===== src/rtl/sobel_frame_sequencer_if.sv =====
// Bus bundle between the frame sequencer, the source pixel memory, the
// stochastic Sobel core and the dense edge memory.
interface sobel_frame_sequencer_if #(
    parameter int ADDR_W = 20
);
    // Strobe protocol: src_rd/src_addr return src_rdata exactly one cycle later,
    // core_start is a one-cycle pulse answered by a core_done rising edge with
    // core_z valid on that edge, and edge_we is a one-cycle write strobe that
    // qualifies edge_addr/edge_wdata. There is no back-pressure on any path.
    logic [ADDR_W-1:0] src_addr;
    logic              src_rd;
    logic [7:0]        src_rdata;

    logic [7:0] pixel_1_bin;
    logic [7:0] pixel_2_bin;
    logic [7:0] pixel_3_bin;
    logic [7:0] pixel_4_bin;
    logic [7:0] pixel_6_bin;
    logic [7:0] pixel_7_bin;
    logic [7:0] pixel_8_bin;
    logic [7:0] pixel_9_bin;
    logic       core_start;
    logic       core_done;
    logic [7:0] core_z;

    logic              edge_we;
    logic [ADDR_W-1:0] edge_addr;
    logic [7:0]        edge_wdata;

    modport master (
        output src_addr, src_rd,
        input  src_rdata,
        output pixel_1_bin, pixel_2_bin, pixel_3_bin, pixel_4_bin,
        output pixel_6_bin, pixel_7_bin, pixel_8_bin, pixel_9_bin,
        output core_start,
        input  core_done, core_z,
        output edge_we, edge_addr, edge_wdata
    );

    modport slave (
        input  src_addr, src_rd,
        output src_rdata,
        input  pixel_1_bin, pixel_2_bin, pixel_3_bin, pixel_4_bin,
        input  pixel_6_bin, pixel_7_bin, pixel_8_bin, pixel_9_bin,
        input  core_start,
        output core_done, core_z,
        input  edge_we, edge_addr, edge_wdata
    );
endinterface


===== src/rtl/sobel_frame_sequencer.sv =====
// Scans every 3x3 window of a source image through the stochastic Sobel core
// and writes each result to a dense edge memory. Optional: SEQ_WINDOW_REUSE_EN.
module sobel_frame_sequencer #(
    parameter int SRC_ROWS = 3,
    parameter int SRC_COLS = 3,
    parameter int ADDR_W   = 20
) (
    input  logic       clk,
    input  logic       reset,
    input  logic       frame_start,
    output logic       busy,
    output logic       frame_done,
    output logic [2:0] dbg_state,
    sobel_frame_sequencer_if.master bus
);
    typedef enum logic [2:0] {
        S_IDLE, S_FETCH, S_LAUNCH, S_WAIT, S_WRITE, S_FIN
    } state_t;

    localparam logic [ADDR_W-1:0] COLS_A = ADDR_W'(SRC_COLS);
    localparam logic [ADDR_W-1:0] LAST_I = ADDR_W'(SRC_ROWS - 2);
    localparam logic [ADDR_W-1:0] LAST_J = ADDR_W'(SRC_COLS - 2);
    localparam logic [ADDR_W-1:0] ONE_A  = ADDR_W'(1);

    state_t            state, state_nx;
    logic [ADDR_W-1:0] i_q, j_q, eaddr_q;
    logic [3:0]        cnt_q;
    logic [7:0]        win [9];
    logic              rd_q;
    logic [3:0]        rd_slot_q;
    logic              done_q;
    logic [7:0]        z_q;

    logic [3:0]        fetch_len, rd_slot;
    logic [ADDR_W-1:0] base_addr, rd_addr;
    logic              done_rise, last_win;
    logic              src_rd, core_start, edge_we;

`ifdef SEQ_WINDOW_REUSE_EN
    // First window of a row loads all nine pixels; later ones only the new right column.
    assign fetch_len = (j_q == ONE_A) ? 4'd9 : 4'd3;
    assign rd_slot   = (j_q == ONE_A) ? cnt_q : cnt_q * 4'd3 + 4'd2;
`else
    assign fetch_len = 4'd8;
    assign rd_slot   = (cnt_q < 4'd4) ? cnt_q : cnt_q + 4'd1;
`endif

    assign base_addr = (i_q - ONE_A) * COLS_A + (j_q - ONE_A);
    assign rd_addr   = base_addr + ADDR_W'(rd_slot / 4'd3) * COLS_A + ADDR_W'(rd_slot % 4'd3);
    assign done_rise = bus.core_done & ~done_q;
    assign last_win  = (i_q == LAST_I) && (j_q == LAST_J);

    always_comb begin
        state_nx   = state;
        src_rd     = 1'b0;
        core_start = 1'b0;
        edge_we    = 1'b0;
        case (state)
            S_IDLE:   if (frame_start) state_nx = S_FETCH;
            S_FETCH: begin
                src_rd = (cnt_q < fetch_len);
                if (cnt_q == fetch_len) state_nx = S_LAUNCH;
            end
            S_LAUNCH: begin
                core_start = 1'b1;
                state_nx   = S_WAIT;
            end
            S_WAIT:   if (done_rise) state_nx = S_WRITE;
            S_WRITE: begin
                edge_we  = 1'b1;
                state_nx = last_win ? S_FIN : S_FETCH;
            end
            S_FIN:    state_nx = S_IDLE;
            default:  state_nx = S_IDLE;
        endcase
    end

    always_ff @(posedge clk) begin
        if (reset) begin
            state     <= S_IDLE;
            i_q       <= '0;
            j_q       <= '0;
            eaddr_q   <= '0;
            cnt_q     <= '0;
            rd_q      <= 1'b0;
            rd_slot_q <= '0;
            done_q    <= 1'b0;
            z_q       <= '0;
            for (int k = 0; k < 9; k++) win[k] <= '0;
        end else begin
            state     <= state_nx;
            done_q    <= bus.core_done;
            rd_q      <= src_rd;
            rd_slot_q <= rd_slot;
            if (rd_q) win[rd_slot_q] <= bus.src_rdata;
            case (state)
                S_IDLE: if (frame_start) begin
                    i_q     <= ONE_A;
                    j_q     <= ONE_A;
                    eaddr_q <= '0;
                    cnt_q   <= '0;
                end
                S_FETCH: begin
                    cnt_q <= cnt_q + 4'd1;
`ifdef SEQ_WINDOW_REUSE_EN
                    if (cnt_q == 4'd0 && j_q != ONE_A) begin
                        for (int r = 0; r < 3; r++) begin
                            win[r*3]   <= win[r*3+1];
                            win[r*3+1] <= win[r*3+2];
                        end
                    end
`endif
                end
                S_WAIT: if (done_rise) z_q <= bus.core_z;
                S_WRITE: begin
                    eaddr_q <= eaddr_q + ONE_A;
                    cnt_q   <= '0;
                    if (j_q == LAST_J) begin
                        j_q <= ONE_A;
                        i_q <= i_q + ONE_A;
                    end else begin
                        j_q <= j_q + ONE_A;
                    end
                end
                default: ;
            endcase
        end
    end

    assign busy           = (state != S_IDLE);
    assign frame_done     = (state == S_FIN);
    assign dbg_state      = state;
    assign bus.src_rd     = src_rd;
    assign bus.src_addr   = src_rd ? rd_addr : '0;
    assign bus.core_start = core_start;
    assign bus.edge_we    = edge_we;
    assign bus.edge_addr  = edge_we ? eaddr_q : '0;
    assign bus.edge_wdata = edge_we ? z_q : '0;
    assign bus.pixel_1_bin = win[0];
    assign bus.pixel_2_bin = win[1];
    assign bus.pixel_3_bin = win[2];
    assign bus.pixel_4_bin = win[3];
    assign bus.pixel_6_bin = win[5];
    assign bus.pixel_7_bin = win[6];
    assign bus.pixel_8_bin = win[7];
    assign bus.pixel_9_bin = win[8];
endmodule


===== src/flat_wrapper.sv =====
// flat-port wrapper written by rule: the top's interface ports become plain ports
module sobel_frame_sequencer_flat 
#(
    parameter int SRC_ROWS = 3,
    parameter int SRC_COLS = 3,
    parameter int ADDR_W   = 20
)
  (clk, reset, frame_start, busy, frame_done, dbg_state, bus_src_addr, bus_src_rd, bus_src_rdata, bus_pixel_1_bin, bus_pixel_2_bin, bus_pixel_3_bin, bus_pixel_4_bin, bus_pixel_6_bin, bus_pixel_7_bin, bus_pixel_8_bin, bus_pixel_9_bin, bus_core_start, bus_core_done, bus_core_z, bus_edge_we, bus_edge_addr, bus_edge_wdata);
  sobel_frame_sequencer_if #(.ADDR_W(ADDR_W)) bus_i ();
  input  logic clk;
  input  logic reset;
  input  logic frame_start;
  output logic busy;
  output logic frame_done;
  output logic [2:0] dbg_state;
  output wire logic [$bits(bus_i.src_addr)-1:0] bus_src_addr;
  output wire logic [$bits(bus_i.src_rd)-1:0] bus_src_rd;
  input wire logic [$bits(bus_i.src_rdata)-1:0] bus_src_rdata;
  output wire logic [$bits(bus_i.pixel_1_bin)-1:0] bus_pixel_1_bin;
  output wire logic [$bits(bus_i.pixel_2_bin)-1:0] bus_pixel_2_bin;
  output wire logic [$bits(bus_i.pixel_3_bin)-1:0] bus_pixel_3_bin;
  output wire logic [$bits(bus_i.pixel_4_bin)-1:0] bus_pixel_4_bin;
  output wire logic [$bits(bus_i.pixel_6_bin)-1:0] bus_pixel_6_bin;
  output wire logic [$bits(bus_i.pixel_7_bin)-1:0] bus_pixel_7_bin;
  output wire logic [$bits(bus_i.pixel_8_bin)-1:0] bus_pixel_8_bin;
  output wire logic [$bits(bus_i.pixel_9_bin)-1:0] bus_pixel_9_bin;
  output wire logic [$bits(bus_i.core_start)-1:0] bus_core_start;
  input wire logic [$bits(bus_i.core_done)-1:0] bus_core_done;
  input wire logic [$bits(bus_i.core_z)-1:0] bus_core_z;
  output wire logic [$bits(bus_i.edge_we)-1:0] bus_edge_we;
  output wire logic [$bits(bus_i.edge_addr)-1:0] bus_edge_addr;
  output wire logic [$bits(bus_i.edge_wdata)-1:0] bus_edge_wdata;
  assign bus_src_addr = bus_i.src_addr;
  assign bus_src_rd = bus_i.src_rd;
  assign bus_i.src_rdata = bus_src_rdata;
  assign bus_pixel_1_bin = bus_i.pixel_1_bin;
  assign bus_pixel_2_bin = bus_i.pixel_2_bin;
  assign bus_pixel_3_bin = bus_i.pixel_3_bin;
  assign bus_pixel_4_bin = bus_i.pixel_4_bin;
  assign bus_pixel_6_bin = bus_i.pixel_6_bin;
  assign bus_pixel_7_bin = bus_i.pixel_7_bin;
  assign bus_pixel_8_bin = bus_i.pixel_8_bin;
  assign bus_pixel_9_bin = bus_i.pixel_9_bin;
  assign bus_core_start = bus_i.core_start;
  assign bus_i.core_done = bus_core_done;
  assign bus_i.core_z = bus_core_z;
  assign bus_edge_we = bus_i.edge_we;
  assign bus_edge_addr = bus_i.edge_addr;
  assign bus_edge_wdata = bus_i.edge_wdata;
  sobel_frame_sequencer #(.SRC_ROWS(SRC_ROWS), .SRC_COLS(SRC_COLS), .ADDR_W(ADDR_W)) u_core (.clk(clk), .reset(reset), .frame_start(frame_start), .busy(busy), .frame_done(frame_done), .dbg_state(dbg_state), .bus(bus_i));
endmodule

===== config.mk =====
export PLATFORM = sky130hd
export DESIGN_NAME = sobel_frame_sequencer_flat
export DESIGN_NICKNAME = d
export VERILOG_FILES = /design/src/rtl/sobel_frame_sequencer_if.sv /design/src/rtl/sobel_frame_sequencer.sv /design/src/flat_wrapper.sv
export SDC_FILE = /design/constraint.sdc
export NUM_CORES = 1
export LEC_CHECK = 0
export CAP_MARGIN = 20
export CORE_MARGIN = 3
export CORE_UTILIZATION = 40
export DETAILED_ROUTE_END_ITERATION = 12
export PLACE_DENSITY = 0.7
export SYNTH_ARGS = -nofsm -noshare
export SYNTH_HDL_FRONTEND = slang
export SYNTH_SLANG_ARGS = --single-unit

===== constraint.sdc =====
create_clock -name clk -period 17.28 [get_ports clk]
set_input_delay 5.184 -clock clk [delete_from_list [all_inputs] [get_ports clk]]
set_output_delay 5.184 -clock clk [all_outputs]
set_load 0.02 [all_outputs]

## Word-level counts from Yosys, hierarchy flattened

Memory sizes are Yosys's and may differ from the RTL's.
Cells that the tools add are included.

- Bits in registers: 81
- Bits in latches: 0
- RAM bits: 72
- Bits in read-only memories: 0
- Input bits: 20
- Output and inout bits: 120
- Memories: 1

Memories:

| name | words | bits a word | read ports | clocked after Yosys merged registers in | wr ports | RTL line | text |
|---|---|---|---|---|---|---|---|
| u_core.win | 9 | 8 | 8 | 0 | 9 | sobel_frame_sequencer.sv:28 | `logic [7:0] win [9];` |

- Add/sub/neg operators: 9
- Multiply operators: 2
- Div/mod/pow operators: 2
- $lt $le $gt $ge: 2
- Eq/ne operators: 12
- Shift-type cells: 0
- Multiplexer cells: 29
- Bitwise logic cells: 2
- Reduce and logical (&&, ||, !) cells: 11

Operators by type and width:

| kind | number |
|---|---|
| 20-bit two-way mux | 6 |
| 20-bit one-hot mux with 2 select lines | 3 |
| 20-bit by 1-bit adder with 20-bit output (second input constant) | 3 |
| 20-bit adder | 3 |
| 20-bit by 1-bit == test with 1-bit output (second input constant) | 2 |
| 20-bit by 2-bit multiplier with 20-bit output (second input constant) | 2 |
| 20-bit by 1-bit subtractor with 20-bit output (second input constant) | 2 |
| 4-bit by 2-bit divider with 20-bit output (second input constant) | 1 |
| 4-bit by 2-bit remainder unit with 20-bit output (second input constant) | 1 |
| 8-bit two-way mux | 2 |
| 3-bit one-hot mux with 5 select lines | 1 |
| 3-bit two-way mux | 4 |
| 4-bit two-way mux | 3 |
| 4-bit one-hot mux with 3 select lines | 1 |
| 1-bit two-way mux | 9 |
| 8-bit OR reduction | 1 |
| 3-bit by 2-bit == test with 1-bit output (second input constant) | 2 |
| 3-bit == test (second input constant) | 2 |
| 2-bit by 1-bit inequality test with 1-bit output (second input constant) | 3 |
| 2-bit AND reduction | 3 |
| 3-bit AND reduction | 2 |
| 3-bit nonzero test | 2 |
| 4-bit by 1-bit adder with 4-bit output (second input constant) | 1 |
| 4-bit == test (second input constant) | 1 |
| 9 further kinds | 9 |

## Longest topological paths before layout

Gate-level depths: netlist of run 1.

- Depth in word-level cells: 7
- Depth in mapped cells: 33
- Gate-level depth less buffers: 32

## Least setup slack after synthesis of run 1

No wires, ideal clock.

- Path type: register to output
- Start: register u_core.cnt_q[0]
- End: output bus_src_addr[18]
- Arrival time: 7.214 ns
- Setup slack: 4.882 ns
- Cell stages (with the launch flop): 32
- Path buffers: 1
- Path through: dfxtp_1 -> buf_2 -> inv_1 -> ha_1 -> mux2i_1 -> inv_1 -> ha_1 -> inv_1 -> ha_1 -> o21a_4 -> inv_4 -> xnor2_1 -> ha_1 -> nor3b_2 -> nand2_4 -> and2_4 -> or2_1 -> fa_1 -> inv_1 -> fa_1 -> inv_1 -> fa_1 -> inv_1 -> ha_1 -> or3_1 -> nand2b_1 -> nor2_1 -> o21ai_0 -> o41ai_1 -> o21ai_0 -> and3_1 -> nor3_1

- Cells in the longest elaborated chain, start to end: 7
- Elaborated cells on any way between the ends: 11
- Those cells by class: add/sub (3); mul (1); div (2); order compare (2); mux (3)

Ends and longest elaborated chain:

| element | RTL line | text |
|---|---|---|
| from (decl) | sobel_frame_sequencer.sv:27 | `logic [3:0] cnt_q;` |
| from (signal assigned) | sobel_frame_sequencer.sv:104 | `cnt_q <= cnt_q + 4'd1;` |
| 4-bit by 1-bit adder with 4-bit output / 4-bit by 3-bit < comparator with 1-bit output (equally long branches) | sobel_frame_sequencer.sv:45 | `assign rd_slot = (cnt_q < 4'd4) ? cnt_q : cnt_q + 4'd1;` |
| 4-bit two-way mux (*) | sobel_frame_sequencer.sv:45 |  |
| net u_core.rd_slot[1] | sobel_frame_sequencer.sv:34 | `logic [3:0] fetch_len, rd_slot;` |
| 4-bit by 2-bit divider with 20-bit output | sobel_frame_sequencer.sv:49 | `assign rd_addr = base_addr + ADDR_W'(rd_slot / 4'd3) * COLS_A + ADDR_W'(rd_slot % 4'd3);` |
| 20-bit by 2-bit multiplier with 20-bit output | sobel_frame_sequencer.sv:49 |  |
| 20-bit adder | sobel_frame_sequencer.sv:49 |  |
| 20-bit adder (*) | sobel_frame_sequencer.sv:49 |  |
| 20-bit two-way mux (*) | sobel_frame_sequencer.sv:134 | `assign bus.src_addr = src_rd ? rd_addr : '0;` |
| to (decl) | flat_wrapper.sv:16 | `output wire logic [$bits(bus_i.src_addr)-1:0] bus_src_addr;` |

The timed path passes the listed nets; every way through them passes the cells marked *.

## Worst setup path in the final report of run 1

- Start: register u_core.cnt_q[0]
- End: output bus_src_addr[17]

Same word-level chain as after synthesis.

==> summary.txt, run 1 <==
Flow run
  – Max Cap Viol: 0

Synth
  – Cell variety after synth: 73
  – Cell Area, Synth: 9870 µm²
  – Post-synth net total: about 1,200
  – Ys Warns: 0
  – Syn Inst Count: ~1,100
  – Main synth FF type: dfxtp_1
  – Largest cells by area after synthesis: edfxtp_1 19%, dfxtp_1 16%, fa_1 11%, inv_1 4.8%, ha_1 4.7%
  – Yosys reg bits: 145
  – Seq/Total Area, Yosys: 35.9%
  – Avg Synthesized Cell Area: 9.04 µm²
  – Post-synth top area share: 19.5%
  – Post-synth EDFFs: 64
  – Leading area contributor after synthesis: edfxtp_1
  – Async set-reset flop share out of synthesis: 0%

Worst setup path
  – Critical path required time: 12.10 ns
  – Slowest CP cell: clkdlybuf4s50_1
  – Max FO, Critical Path: 12
  – CP endpoint kind: primary output
  – CP peak stage delay: ~0.63 ns
  – Setup CP Type: reg2out
  – Worst setup SP type: register
  – Arrival @ worst endpoint: 9.05 ns

Cells and area
  – Util after Layout: 50.7%
  – ANT cells: 0
  – Fraction of layout cells with a size suffix above 1: 5.88%
  – NumNets Final: between 1,000 and 1,500
  – Final std cells w/o fill: 1,543
  – Fill cells: approximately 2,200
  – Synth-to-layout area growth: 22.6%

Global route
  – Pin count of the biggest net entering global routing: 73
  – All-Layer GR Usage: 18.3%
  – Vias in the first global route: 7,762
  – Grt ovf: 0
  – Initial antenna violation count: 1
  – First-pass GRT wire length: 39,400 µm

Place
  – DP Cell Count: 1,511
  – Dpl hpwl: roughly 18,000 µm
  – PortBufs: 139
  – Gpl congestion: 0.904

Clocking
  – Insertion delay to the later sink of the worst-skew pair: 0.43 ns
  – TritonCTS clock tree: yes
  – CTS Sinks: roughly 150
  – Cts bufs inserted: 17
  – Post-CTS Setup Inserts: 0
  – Post-CTS Hold Fix Bufs: 0
  – Post-CTS sizing: 0
  – Clk slew on worst S/H paths: 0.06 ns
  – CTS root buf: clkbuf_16
  – Buffers from clock root to sink, at most: 2
  – # H-tree levels: 4

Power and ir drop
  – P_int: 0.00129 W
  – Clock power share: 15.9%
  – Leak Pwr: 4.93 nW
  – Pwr Total: 0.00237 W
  – Switch share: 45.7%
  – Combinational Power Share: 67.7%
  – Pwr dens: 196 nW/µm²
  – Seq pwr share: 16.4%
  – Sw Pwr: around 0.0011 W
  – Peak supply drop: 0.000304 V

Timing
  – Hold Slack: 0.483 ns
  – RSZ-0062 raised after global routing: no
  – Post-layout minimum cycle time: 14.23 ns
  – Hold Violations, Final: 0
  – Skew final: 0.0171 ns
  – Worst slew pin tran: 0.874 ns
  – FMAX: about 70 MHz
  – Finish-stage setup viols: 0
  – Max-slew violations: 0
  – Setup_tns: 0 ns
  – Final period utilization: between 80% and 90%
  – Slew headroom: 41.7%

Floorplanning
  – I/O pin total: 140
  – Chip Width: 163 µm
  – # rows: 56
  – Starting Density: 41.3%
  – Die height: 163 µm
  – Die ar.: 26,600 µm²
  – Core area: 23,900 µm²

Route
  – WL met3: 1600 µm
  – DR vias/cell: about 5.2
  – DR DRC count: 0
  – Post-detailed-routing wire length: around 24,000 µm
  – Via Count: 8,068
  – Post-route ant nets: 0
  – Metal-1 WL: 11,000 µm
  – Pre-Repair DR Iteration Count: 6
  – DRT iter0 DRCs: 664
  – WL/cell: ~16 µm
  – WL met2: 11,200 µm
  – Uppermost routed layer: met5

Outcome
  – Status: finished clean

Hold path
  – Hold crit path type: reg2reg
## cells by family (layout without fill, tap and decap cells)
group / count (synthesis) / after routing / share of synthesized area (%)
AND/OR/NAND/NOR: 443 / 443 / 23.5
flip-flops: 145 / 145 / 35.9
adder cells (fa/ha/maj): 91 / 91 / 15.6
XOR/XNOR: 63 / 63 / 5.80
buffers and inverters: 173 / 305 / 6.89
AO/OA/AOI/OAI: 160 / 160 / 10.5
multiplexers: 17 / 17 / 1.77
## cells in the mapped netlist, types with 9 or more instances
cell      number
a21oi_1       51
mux2i_1       13
nand2_1       59
clkbuf_1      38
fa_1          54
nor2_1       119
nand3_1       35
nor3_1        23
and3_1        48
xor2_1        32
inv_1        126
edfxtp_1      64
o21ai_0       33
xnor2_1       29
a211oi_1       9
nor4_1        12
ha_1          37
dfxtp_1       81
nand2b_1      12
a311oi_1       9
or2_2         13
or3_1          9
and2_1        68
nand4_1        9
## critical path: cells and delay by family, from the launching register on
| kind | cells | cell delay (ns) |
|---|---|---|
| DFF | 1 | 0.54 |
| xor gates and xnor gates | 2 | 0.29 |
| adders and majority gates | 9 | 3.30 |
| buffers and inverters | 8 | 1.14 |
| AOI/OAI and AO/OA | 7 | 1.82 |
| muxes | 1 | 0.42 |
| and+or+nand+nor | 5 | 1.12 |
## power groups by stage
stage,Sequential [W],Combinational [W],Clock [W]
2_1_floorplan,0.000398,0.00118,0
6_report,0.000388,0.00160,0.000376
3_5_place_dp,0.000395,0.00159,0
5_1_grt,0.000391,0.00180,0.000402
4_1_cts,0.000388,0.00161,0.000385
3_3_place_gp,0.000394,0.00158,0
## cells in the final DEF (no fill, tap or decap), types with 5 or more instances in the layout
cell type and count:
a211oi_1 9, a21oi_1 51, a22oi_1 5, a311oi_1 9, a31oi_1 7, and2_1 68, and3_1 48, buf_4 7
clkbuf_16 17, clkdlybuf4s50_1 138, dfxtp_1 81, edfxtp_1 64, fa_1 54, ha_1 37, inv_1 126, mux2i_1 13
nand2_1 59, nand2b_1 12, nand3_1 35, nand4_1 9, nor2_1 119, nor2b_1 7, nor3_1 23, nor4_1 12
o21a_1 6, o21ai_0 33, o22ai_1 5, o31ai_1 5, or2_2 13, or3_1 9, xnor2_1 29, xor2_1 32
## state kept, by name (all words and copies together), names as in the netlist
register and flops:
u_core.done_q 1, u_core.eaddr_q 20, u_core.i_q 20, u_core.dbg_state 3, u_core.rd_slot_q 4, u_core.rd_q 1, u_core.win 64, u_core.j_q 20
u_core.cnt_q 4, u_core.z_q 8
## final timing paths
kind / start / to / slack [ns] / cells past startpoint
max: u_core.cnt_q[0] / bus_src_addr[17] / 3.05 / 32
min: u_core.eaddr_q[19] / u_core.eaddr_q[19] / 0.48 / 2
max reg2reg: u_core.j_q[0] / u_core.i_q[13] / 13.94 / 9
min reg2reg: u_core.eaddr_q[19] / u_core.eaddr_q[19] / 0.48 / 2
## routing by layer
metal	up-vias	track usage (%)
met5	-	0
met4	2	5.84
met3	33	4.62
met2	244	29.0
met1	3857	24.8
li1	3932	-
## area by class of cell
type	instances	area, µm²	share of cell area (%)
Multi-Input combinational cell	774	5650	46.7
Sequential cell	145	3540	29.3
Timing Repair Buffer	146	1440	11.9
Inverter	127	479	3.96
Clock buffer	17	425	3.51
Tap cell	319	399	3.30
Clock inverter	15	173	1.43
## metrics by stage
stage	setup WS [ns]	instance area [µm²]
floorplan	4.88	9870
global placement	3.73	11500
detailed placement	3.61	11500
CTS	3.10	12100
global route	2.43	12100
finish	3.05	12100
No activity file was read; power rests on OpenSTA's default activity.
==> inputs of run 2 (changes only) <==
- clock period: 17.28 -> 13.2 ns (I/O delays scaled with it)
==> run 2 against run 1 <==
Register-to-register slack got worse by 4.1 ns; clock skew decreased by 0.0059 ns; clock-buffer cell count unchanged; critical endpoint unchanged; flip-flop and latch count unchanged.
==> summary.txt, run 2 (same netlist as run 1, synthesis figures left out) <==
Clocking
  – CTS root buf: clkbuf_16
  – TritonCTS clock tree: yes
  – Buffers from clock root to sink, at most: 2 (unchanged)
  – # H-tree levels: 4 (unchanged)
  – Post-CTS Setup Inserts: 0 (unchanged)
  – Cts bufs inserted: 17 (unchanged)
  – Insertion delay to the later sink of the worst-skew pair: 0.43 ns (about the same)
  – CTS Sinks: 145 (unchanged)
  – Post-CTS sizing: 0 (unchanged)
  – Post-CTS Hold Fix Bufs: 0 (unchanged)
  – Clk slew on worst S/H paths: 0.06 ns (about the same)

Cells and area
  – Fraction of layout cells with a size suffix above 1: 6.13% (+0.25 points)
  – Commonest non-fill, non-tap cell in the layout: clkdlybuf4s50_1
  – ANT cells: 0 (unchanged)
  – Max reg flops: 64 (unchanged)
  – Register area: 3540 µm² (about the same)
  – Util after Layout: 50.7% (+0.073 points)
  – Synth-to-layout area growth: 22.8%
  – Top reg by flops: u_core.win
  – Most frequent cells in the layout: 138 x clkdlybuf4s50_1, 126 x inv_1, 119 x nor2_1
  – NumNets Final: 1,322 (unchanged)
  – Area occupied by multi-input gates: 5670 µm² (+0.31%)
  – Fill cells: 2,191 (-0.81%)
  – Post-route cell area: 12,100 µm² (+0.14%)

Global route
  – First-pass GRT wire length: 39,000 µm (-1.2%)
  – GRT met2 Usage: 28.6% (-0.34 points)
  – Grt ovf: 0 (unchanged)
  – Initial antenna violation count: 0 (-1)
  – Pin count of the biggest net entering global routing: 73 (unchanged)
  – All-Layer GR Usage: 18.2% (-0.13 points)
  – Met1 Usage GRT: 25.8% (+0.91 points)
  – GRT Max-Usage Layer: met2
  – GR Util met3: 3.73% (-0.89 points)
  – Vias in the first global route: 7,555 (-2.7%)

Timing
  – Hold Violations, Final: 0 (unchanged)
  – Finish-stage setup viols: 0 (unchanged)
  – Max-slew violations: 0 (unchanged)
  – Slew headroom: 42.1% (+0.34 points)
  – Setup_tns: 0 ns (unchanged)
  – RSZ-0062 raised after global routing: no
  – FMAX: a little under 80 MHz
  – Skew final: 0.0112 ns (-0.00594 ns)
  – Worst slew pin tran: 0.869 ns (-0.00514 ns)
  – Post-layout minimum cycle time: ~13 ns
  – Final period utilization: 96.6%
  – Hold Slack: 0.481 ns (-0.00259 ns)

Worst setup path
  – R2R setup slack: 9.81 ns (-4.13 ns)
  – FF-to-FF path depth: 9 (unchanged)
  – Reg2reg end: u_core.i_q[13]
  – Slowest CP cell: clkdlybuf4s50_1
  – CP endpoint kind: primary output
  – Max FO, Critical Path: 10 (-2)
  – Critical path required time: 9.24 ns (-2.86 ns)
  – CP peak stage delay: 0.62 ns (about the same)
  – Arrival @ worst endpoint: 8.79 ns (-0.26 ns)
  – Reg-to-Reg Start: u_core.j_q[0]
  – Setup CP Type: reg2out
  – Worst setup SP type: register

Hold path
  – Min-delay src: u_core.eaddr_q[19]
  – Hold depth: 2 (unchanged)
  – Worst hold endpoint: u_core.eaddr_q[19]
  – Hold crit path type: reg2reg

Route
  – DR vias/cell: 5.22 (about the same)
  – DRT iter0 DRCs: 612 (-7.8%)
  – WL/cell: 15.7 µm (+0.24%)
  – Pre-Repair DR Iteration Count: 5 (-1)
  – Post-route ant nets: 0 (unchanged)
  – Post-detailed-routing wire length: 24,200 µm (+0.24%)
  – Via Count: 8,062 (-0.074%)
  – DR DRC count: 0 (unchanged)

Floorplanning
  – Starting Density: 41.3% (unchanged)
  – # rows: 56 (unchanged)
  – Chip Width: 163 µm (unchanged)
  – Die height: 163 µm (unchanged)
  – Core area: 23,900 µm² (unchanged)
  – Die ar.: 26,600 µm² (unchanged)
  – I/O pin total: 140 (unchanged)

Power and ir drop
  – Peak supply drop: 0.000387 V (+27%)
  – Leak Pwr: 4.93 nW (about the same)
  – Pwr Total: 0.00311 W (+31%)
  – Pwr dens: 256 nW/µm² (+31%)

Outcome
  – Status: finished clean

Place
  – Gpl congestion: 0.902 (-0.18%)
  – Placed inst area: 11,500 µm² (unchanged)
  – Dpl hpwl: 18,200 µm (+0.63%)
  – PortBufs: 139 (unchanged)

Flow run
  – Max Cap Viol: 0 (unchanged)
-- run 2: layer usage --
layer / vias to the layer above / wire length, µm
met5: - / 0
met4: 0 / 244
met3: 26 / 1370
met2: 232 / 11300
met1: 3858 / 11300
li1: 3946 / -
-- run 2: power breakdown --
group,internal (W),switching [W],total (W)
logic,0.000915,0.00119,0.00211
registers,0.000487,0.0000210,0.000508
clock network,0.000285,0.000208,0.000492
-- run 2: worst max path at each step --
stage	to	from	slack, ns	depth (start not counted)
final	bus_src_addr[17]	u_core.cnt_q[1]	0.45	32
after global routing	bus_src_addr[18]	u_core.cnt_q[1]	0.02	32
after CTS	bus_src_addr[17]	u_core.cnt_q[0]	0.16	32
after detailed placement	bus_src_addr[17]	u_core.cnt_q[0]	0.66	32
after global placement	bus_src_addr[17]	u_core.cnt_q[0]	0.89	32
after floorplan	bus_src_addr[18]	u_core.cnt_q[0]	2.03	31
-- run 2: critical path, delay by kind of cell, from the launching register on --
kind	cells	cell delay, ns
AOI/OAI and AO/OA	7	1.72
xor gates and xnor gates	2	0.31
adders and majority gates	9	3.29
buffers and inverters	8	1.12
DFF	1	0.52
muxes	1	0.35
and+or+nand+nor	5	1.02
-- run 2: layout make-up --
type	instances	area share (%)
multi-input combinational	774	46.7
clock inverter	15	1.41
tap	319	3.29
timing repair buffer	146	11.9
inverter	127	3.95
clock buffer	17	3.51
sequential	145	29.2
-- run 2: stage by stage --
stage                     instances  worst slack, ns
after floorplan                1092             2.03
after global placement         1511            0.889
after detailed placement       1511            0.663
after CTS                      1543            0.160
after global routing           1543           0.0193
final                          1543            0.449
